### src/rtl/led_bar_if.sv
// Bus between the 16-LED bar generator side and the bar monitor.
// The master drives the pattern and strobe; the slave returns the decoded status.
interface led_bar_if;
  logic [15:0] led_in;
  logic        sample;
  logic [4:0]  len;
  logic [3:0]  head;
  logic        locked;
  logic        err;
  logic        step_ok;
  logic        bad_pat;
  logic [7:0]  lap_count;
  logic [7:0]  err_count;

  modport master (
    output led_in, sample,
    input  len, head, locked, err, step_ok, bad_pat, lap_count, err_count
  );

  modport slave (
    input  led_in, sample,
    output len, head, locked, err, step_ok, bad_pat, lap_count, err_count
  );
endinterface

### src/rtl/led_bar_monitor.sv
// Receive-side checker for the rotating LED bar: decodes segment length/head
// and verifies each strobed pattern is the previous one rotated left by one.
module led_bar_monitor (
  input  logic      clk,
  input  logic      rst,
  led_bar_if.slave  bus
);

  typedef enum logic [1:0] {
    S_IDLE,
    S_TRACK,
    S_ERR
  } state_e;

  state_e      state_q, state_d;
  logic [15:0] ref_pat_q, ref_pat_d;
  logic [4:0]  len_q, len_d;
  logic [3:0]  head_q, head_d;
  logic        locked_q, locked_d;
  logic        err_q, err_d;
  logic        step_ok_q, step_ok_d;
  logic        bad_pat_q, bad_pat_d;
  logic [7:0]  lap_count_q, lap_count_d;
  logic [7:0]  err_count_q, err_count_d;

  logic [15:0] rise;
  logic [15:0] tail;
  logic [4:0]  n_rise;
  logic [4:0]  pop;
  logic [3:0]  tail_idx;
  logic        all_ones;
  logic        legal;
  logic [3:0]  new_head;
  logic        is_rot;

  // rise[i]: lit with dark right neighbour; tail[i]: lit with dark left neighbour.
  always_comb begin
    rise     = bus.led_in & ~{bus.led_in[14:0], bus.led_in[15]};
    tail     = bus.led_in & ~{bus.led_in[0], bus.led_in[15:1]};
    n_rise   = '0;
    pop      = '0;
    tail_idx = '0;
    for (int unsigned i = 0; i < 16; i++) begin
      n_rise = n_rise + {4'b0, rise[i]};
      pop    = pop + {4'b0, bus.led_in[i]};
      if (tail[i]) tail_idx = i[3:0];
    end
    all_ones = &bus.led_in;
    legal    = all_ones || (n_rise == 5'd1);
    new_head = all_ones ? 4'd15 : tail_idx;
    is_rot   = (bus.led_in == {ref_pat_q[14:0], ref_pat_q[15]});
  end

  always_comb begin
    state_d     = state_q;
    ref_pat_d   = ref_pat_q;
    len_d       = len_q;
    head_d      = head_q;
    step_ok_d   = 1'b0;
    bad_pat_d   = 1'b0;
    lap_count_d = lap_count_q;
    err_count_d = err_count_q;

    if (bus.sample) begin
      unique case (state_q)
        S_IDLE, S_ERR: begin
          if (legal) begin
            state_d   = S_TRACK;
            ref_pat_d = bus.led_in;
            len_d     = pop;
            head_d    = new_head;
          end else begin
            bad_pat_d = 1'b1;
          end
        end
        S_TRACK: begin
          if (is_rot) begin
            step_ok_d = 1'b1;
            ref_pat_d = bus.led_in;
            len_d     = pop;
            head_d    = new_head;
            if (head_q == 4'd15 && new_head == 4'd0)
              lap_count_d = lap_count_q + 8'd1;
          end else begin
            state_d   = S_ERR;
            bad_pat_d = !legal;
            if (err_count_q != 8'hFF)
              err_count_d = err_count_q + 8'd1;
          end
        end
        default: state_d = S_IDLE;
      endcase
    end

    locked_d = (state_d == S_TRACK);
    err_d    = (state_d == S_ERR);
  end

  always_ff @(posedge clk) begin
    if (rst) begin
      state_q     <= S_IDLE;
      ref_pat_q   <= '0;
      len_q       <= '0;
      head_q      <= '0;
      locked_q    <= 1'b0;
      err_q       <= 1'b0;
      step_ok_q   <= 1'b0;
      bad_pat_q   <= 1'b0;
      lap_count_q <= '0;
      err_count_q <= '0;
    end else begin
      state_q     <= state_d;
      ref_pat_q   <= ref_pat_d;
      len_q       <= len_d;
      head_q      <= head_d;
      locked_q    <= locked_d;
      err_q       <= err_d;
      step_ok_q   <= step_ok_d;
      bad_pat_q   <= bad_pat_d;
      lap_count_q <= lap_count_d;
      err_count_q <= err_count_d;
    end
  end

  assign bus.len       = len_q;
  assign bus.head      = head_q;
  assign bus.locked    = locked_q;
  assign bus.err       = err_q;
  assign bus.step_ok   = step_ok_q;
  assign bus.bad_pat   = bad_pat_q;
  assign bus.lap_count = lap_count_q;
  assign bus.err_count = err_count_q;

endmodule

### src/flat_wrapper.sv
// flat-port wrapper written by rule: the top's interface ports become plain ports
module led_bar_monitor_flat 
  (clk, rst, bus_led_in, bus_sample, bus_len, bus_head, bus_locked, bus_err, bus_step_ok, bus_bad_pat, bus_lap_count, bus_err_count);
  led_bar_if bus_i ();
  input  logic clk;
  input  logic rst;
  input wire logic [$bits(bus_i.led_in)-1:0] bus_led_in;
  input wire logic [$bits(bus_i.sample)-1:0] bus_sample;
  output wire logic [$bits(bus_i.len)-1:0] bus_len;
  output wire logic [$bits(bus_i.head)-1:0] bus_head;
  output wire logic [$bits(bus_i.locked)-1:0] bus_locked;
  output wire logic [$bits(bus_i.err)-1:0] bus_err;
  output wire logic [$bits(bus_i.step_ok)-1:0] bus_step_ok;
  output wire logic [$bits(bus_i.bad_pat)-1:0] bus_bad_pat;
  output wire logic [$bits(bus_i.lap_count)-1:0] bus_lap_count;
  output wire logic [$bits(bus_i.err_count)-1:0] bus_err_count;
  assign bus_i.led_in = bus_led_in;
  assign bus_i.sample = bus_sample;
  assign bus_len = bus_i.len;
  assign bus_head = bus_i.head;
  assign bus_locked = bus_i.locked;
  assign bus_err = bus_i.err;
  assign bus_step_ok = bus_i.step_ok;
  assign bus_bad_pat = bus_i.bad_pat;
  assign bus_lap_count = bus_i.lap_count;
  assign bus_err_count = bus_i.err_count;
  led_bar_monitor u_core (.clk(clk), .rst(rst), .bus(bus_i));
endmodule
### config.mk
export PLATFORM = sky130hd
export DESIGN_NAME = led_bar_monitor_flat
export DESIGN_NICKNAME = d
export VERILOG_FILES = /design/src/rtl/led_bar_if.sv /design/src/rtl/led_bar_monitor.sv /design/src/flat_wrapper.sv
export SDC_FILE = /design/constraint.sdc
export NUM_CORES = 1
export LEC_CHECK = 0
export CORE_UTILIZATION = 65
export DETAILED_ROUTE_END_ITERATION = 12
export DONT_BUFFER_PORTS = 1
export PLACE_DENSITY = 0.85
export SLEW_MARGIN = 20
export SYNTH_ARGS = -nofsm -noshare
export SYNTH_HDL_FRONTEND = slang
export SYNTH_SLANG_ARGS = --single-unit
### constraint.sdc
create_clock -name clk -period 7.8 [get_ports clk]
set_clock_uncertainty 0.2 [all_clocks]
set_input_delay 0 -clock clk [delete_from_list [all_inputs] [get_ports clk]]
set_output_delay 0 -clock clk [all_outputs]
set_load 0.02 [all_outputs]
; ---- Word-level counts from Yosys, hierarchy flattened
; Index checks and enable logic that the tools add are counted.
; W data, S select, Z words.
[word_totals]
register_bits = 47
output_inout_bits = 29
elab_cells = 105
[classes]
n_addsub = 32
n_eq_ne = 10
mux = 33
bitwise_logic = 7
n_reduce_logical = 13
[ops]
columns = cell, n
row1 = $add A5 B1 Y5, 28
row2 = $mux W4, 11
row3 = $and A16 B16 Y16, 2
row4 = $mux W16, 2
row5 = $not A16 Y16, 2
row6 = $pmux W16 S2, 1
row7 = $add A8 B1 Y8 const B, 2
row8 = $eq A16 B16 Y1, 1
row9 = $reduce_and A16 Y1, 1
row10 = $mux W3, 4
row11 = $reduce_and A4 Y1, 3
row12 = $mux W2, 5
row13 = $mux W5, 2
row14 = $pmux W5 S2, 1
row15 = $ne A8 B8 Y1 const B, 1
row16 = $pmux W4 S2, 1
row17 = $eq A5 B1 Y1 const B, 1
row18 = $add A1 B1 Y2, 2
row19 = $eq A2 B1 Y1 const B, 2
row20 = $eq A2 B2 Y1 const B, 2
row21 = $eq A4 B4 Y1 const B, 1
row22 = $logic_not A4 Y1, 1
row23 = $mux W1, 4
row24 = $ne A2 B1 Y1 const B, 2
row25 = 10 further kinds, 13

; ---- Depth between registers and ports, before layout
[logic_depth]
depth_word = 23
depth_mapped = 20

; ---- Least setup slack after synthesis
; OpenSTA, ideal clock, no wires.
[synth_path]
path_type = input-to-reg
startpoint = in bus_led_in[0]
endpoint = reg u_core.ref_pat_q[0]
t_arrival_ns = 4.827
setup_slack_ns = 2.646
cell_stages = 18
n_path_buf = 2
path_cell_list = inv_1 ha_1 ha_1 inv_1 fa_1 fa_1 inv_1 fa_1 fa_1 fa_1 fa_1 nor4b_1 a21oi_2 o32ai_4 buf_6 buf_8 mux2i_1 nor2_1
[synth_between]
elab_chain_cells = 21
word_cells_on_any_way = 27
[synth_rtl]
columns = element, line
row1 = start: declaration, flat_wrapper.sv:7  ; input wire logic [$bits(bus_i.led_in)-1:0] bus_led_in;
row2 = $not A16 Y16, led_bar_monitor.sv:38  ; rise = bus.led_in & ~{bus.led_in[14:0], bus.led_in[15]};
row3 = $and A16 B16 Y16, led_bar_monitor.sv:38
row4 = $add A1 B1 Y2, led_bar_monitor.sv:44  ; n_rise = n_rise + {4'b0, rise[i]};
row5 = $add A5 B1 Y5 (14 in series), led_bar_monitor.sv:44
row6 = $eq A5 B1 Y1, led_bar_monitor.sv:49  ; legal = all_ones || (n_rise == 5'd1);
row7 = $logic_or A1 B1 Y1, led_bar_monitor.sv:49
row8 = $ne A2 B1 Y1 (no source line), --
row9 = $reduce_and A4 Y1 (no source line), --
row10 = end signal: assignment, led_bar_monitor.sv:113  ; ref_pat_q <= ref_pat_d;
row11 = end: declaration, led_bar_monitor.sv:16  ; logic [15:0] ref_pat_q, ref_pat_d;
; Several ways; a longest one is shown, not always the timed one. The select of a mux whose other input is x is not followed.
; A chain may end at the register's enable or synchronous reset.

; ---- Worst setup path in the final report
[layout_path]
startpoint = in bus_led_in[0]
endpoint = reg u_core.head_q[3] (netlist: u_core.bus.head[3])
[layout_between]
elab_chain_cells = 21
word_cells_on_any_way = 31
[layout_rtl]
columns = element, line
row1 = $not A16 Y16, led_bar_monitor.sv:38
row2 = $and A16 B16 Y16, led_bar_monitor.sv:38
row3 = $add A1 B1 Y2, led_bar_monitor.sv:44
row4 = $add A5 B1 Y5 (14 in series), led_bar_monitor.sv:44
row5 = $eq A5 B1 Y1, led_bar_monitor.sv:49
row6 = $logic_or A1 B1 Y1, led_bar_monitor.sv:49
row7 = $ne A2 B1 Y1 (no source line), --
row8 = $reduce_and A4 Y1 (no source line), --
row9 = end signal: assignment, led_bar_monitor.sv:104  ; head_q <= '0;
row10 = end signal: assignment, led_bar_monitor.sv:115  ; head_q <= head_d;
row11 = end: declaration, led_bar_monitor.sv:18  ; logic [3:0] head_q, head_d;
; Several ways; a longest one is shown, not always the timed one. The select of a mux whose other input is x is not followed.

==> flow_summary_export.csv <==
group,metric,value,unit
drt,drt_iter0_drc,231,
yosys,synth_edf_count,0,
placement,gp_congestion,0.850,
drt,topRoutingLayerUsed,"met4",
drt,wl_per_cell,17.1,um
yosys,synth_area,3340,um^2
yosys,ys_top_cells_by_area,"dfxtp_1 (28%), fa_1 (12%), mux2i_1 (6.6%), ha_1 (6.0%), nor2_1 (5.3%)",
clock_tree,clkTransAtPathRegs,0.08,ns
yosys,netlist.area_leader.share,0.282,
finish,fin_nets,432,
setup_path,worstPathMaxFanout,29,
setup_path,end_kind,"flop",
timing,period_minus_slack,5.96,ns
pwr,p_leak,1.52,nW
yosys,ys_ff_latch,47,
clock_tree,htree_levels,2,
clock_tree,cts_root_buf,"clkbuf_8",
clock_tree,cts_tree,"built",
global_route,grt_usage,0.302,
global_route,grt_overflow_total,0,
drt,dr_wl_met3,582,um
yosys,async_reset_ff_frac,0,
drt,viasPerCell,6.09,
setup_path,worstSetupEndpoint,"u_core.bus.head[3]$_SDFFE_PP0P_",
timing,tns,0,ns
placement,placed_area,3290,um^2
pwr,power_density,229,nW/um^2
yosys,synth_area_per_cell,9.11,um^2
drt,routed_wl,7610,um
floorplanning,core,4820,um^2
setup_path,slowest_stage,"dlygate4sd3_1",
clock_tree,cts_inserted_buffers,5,
floorplanning,die_w,73.6,um
setup_path,crit_required,7.84,ns
timing,rsz0062_at_grt,"no",
setup_path,worst_path_largest_cell_delay,0.58,ns
floorplanning,start_util,0.692,
status,outcome,"finished clean",
clock_tree,clk_latency,0.30,ns
drt,antenna_left,0,
timing,fmax,0.168,GHz
timing,slew_headroom,0.537,
yosys,syn_inst,366,
setup_path,crit_chain,"dlygate4sd3_1 > inv_1 > ha_1 > ha_1 > inv_1 > fa_1 > fa_1 > inv_1 > fa_1 > fa_1 > fa_1 > fa_1 > nor4b_1 > a21oi_2 > o32ai_4 > buf_4 > mux2_2 > nor2_1",
drt,drt-pass1-iter-count,5,
pwr,vdd_drop_max,0.000188,V
setup_path,path_class,"primary input to flop",
yosys,synthFlopType,"dfxtp_1",
global_route,antenna_found_initial,0,
timing,drv_slew,0,
setup_path,cp_common_cell,"fa_1",
global_route,grt_pass1_vias,2674,
finish,antennaDiodeCount,0,
floorplanning,core.rowCount,25,
setup_path,ff2ff_path_depth,6,
floorplanning,die_h,73.6,um
yosys,synth_commonest_cells,"dfxtp_1 (47), nor2_1 (47), inv_1 (36)",
clock_tree,clk_path_buf_depth,2,
timing,worst-slew-pin-transition,0.691,ns
clock_tree,cts.sinks,47,
finish,layout-drive-gt1-share,0.0767,
setup_path,r2r-start,"u_core.bus.head[2]$_SDFFE_PP0P_",
timing,hold_violations,0,
placement,port_buffers,0,
floorplanning,io_pins,48,
timing,period_share,0.764,
global_route,grt_max_degree,53,
setup_path,startpoint,"bus_led_in[0]",
setup_path,arrival,6.00,ns
yosys,ys_types,53,
yosys,ys_seq_area_frac,0.282,
finish,fillCellCount,343,
setup_path,rrSetupSlack,4.96,ns
finish,design_area,3640,um^2
yosys,synth.largest_area_cell,"dfxtp_1",
clock_tree,post_cts_buffers,0,
setup_path,start_kind,"primary input",
yosys,synth_warnings,0,
drt,vias,2712,
setup_path,regToRegEndpoint,"u_core.bus.lap_count[3]$_SDFFE_PP0P_",
job,cap_violations,0,
placement,dp_hpwl,5180,um
worst_hold_path,min_path_type,"primary input to flop",
drt,remaining_drc_errors,0,
drt,dr_wl_met2,3730,um
timing,finalSetupViolCount,0,
global_route,grt_pass1_wl,12400,um
floorplanning,dieArea,5420,um^2
yosys,syn_nets,421,
drt,met1_length,3090,um
finish,syn_to_final_growth,9.26,%
## metrics by stage
stage               hold slack [ns]  total power [mW]  setup slack (ns)  instances   util
floorplan                   -0.0528             0.611              2.65        366      -
global placement             -0.126             0.636              2.30        413  0.683
detailed placement           -0.126             0.655              2.21        413  0.683
CTS                         0.00824             0.836              1.88        445  0.756
global route                 0.0529             0.895              1.56        445  0.757
finish                       0.0194             0.834              1.84        445  0.757
## power by group
group | internal, mW | switching (mW)
clock network | 0.0810 | 0.0798
logic | 0.166 | 0.183
registers | 0.276 | 0.0482
## sequential cells by signal, indices dropped and copies added, names as in the netlist
name and cells:
u_core.state_q 2, u_core.bus.locked 1, u_core.bus.len 5, u_core.ref_pat_q 16, u_core.bus.step_ok 1, u_core.bus.head 4
u_core.bus.bad_pat 1, u_core.bus.err_count 8, u_core.bus.err 1, u_core.bus.lap_count 8
## how the worst min path moves through the flow
stage / start / to / slack [ns] / depth (start not counted)
6_report: bus_led_in[11] / u_core.bus.head[1]$_SDFFE_PP0P_ / 0.02 / 4
5_1_grt: bus_led_in[5] / u_core.bus.head[2]$_SDFFE_PP0P_ / 0.05 / 4
4_1_cts: bus_led_in[11] / u_core.bus.head[1]$_SDFFE_PP0P_ / 0.008 / 4
3_5_place_dp: rst / u_core.bus.lap_count[3]$_SDFFE_PP0P_ / -0.13 / 1
3_3_place_gp: rst / u_core.bus.lap_count[4]$_SDFFE_PP0P_ / -0.13 / 1
2_1_floorplan: bus_led_in[2] / u_core.ref_pat_q[2]$_SDFFE_PP0P_ / -0.05 / 2
## final cells by class
cell class / instances / area (um^2) / share of cell area
Clock buffer: 8 / 100 / 0.0275
Inverter: 37 / 139 / 0.0381
Multi-Input combinational cell: 261 / 2120 / 0.583
Sequential cell: 47 / 941 / 0.258
Tap cell: 67 / 83.8 / 0.0230
Timing Repair Buffer: 25 / 258 / 0.0707
## worst max-delay path: cells and delay by family
| kind | cells | cell delay [ns] |
|---|---|---|
| adders and majority gates | 8 | 3.47 |
| and+or+nand+nor | 2 | 0.53 |
| muxes | 1 | 0.39 |
| AOI/OAI and AO/OA | 2 | 0.39 |
| buffers and inverters | 5 | 1.20 |
## layer usage
| metal | GRT usage | vias to the layer above |
|---|---|---|
| li1 | - | 1265 |
| met1 | 0.384 | 1297 |
| met2 | 0.486 | 126 |
| met3 | 0.0768 | 24 |
| met4 | 0.132 | 0 |
| met5 | 0 | - |
## placed cells by master (no fill, tap or decap), drive strengths merged, types with 6 or more instances in the layout
master,Yosys,layout
nor2,47,47
dfxtp,47,47
inv,37,37
dlygate4sd3,0,23
mux2i,22,22
a21oi,21,21
fa,20,20
xor2,17,17
ha,16,16
o21ai,10,10
nand2,10,10
nand2b,9,9
nor2b,9,9
clkbuf,5,8
nand4,8,8
o31ai,7,7
or4,6,6
and2,6,6
## cell families after synthesis
kind of cell,after synthesis,share of synthesized area
xor+xnor,19,0.0499
mux,24,0.0728
fa+ha+maj,36,0.180
buf+inv,58,0.0829
simple gates,123,0.211
compound gates,59,0.121
flops,47,0.282
## what timing repair did
action | 4_1_cts | 5_1_grt
hold endpoints to repair | 47 | 0
hold buffers | 24 | 0
gates resized for setup | 0 | 0
Power figures use the tool's default switching activity.
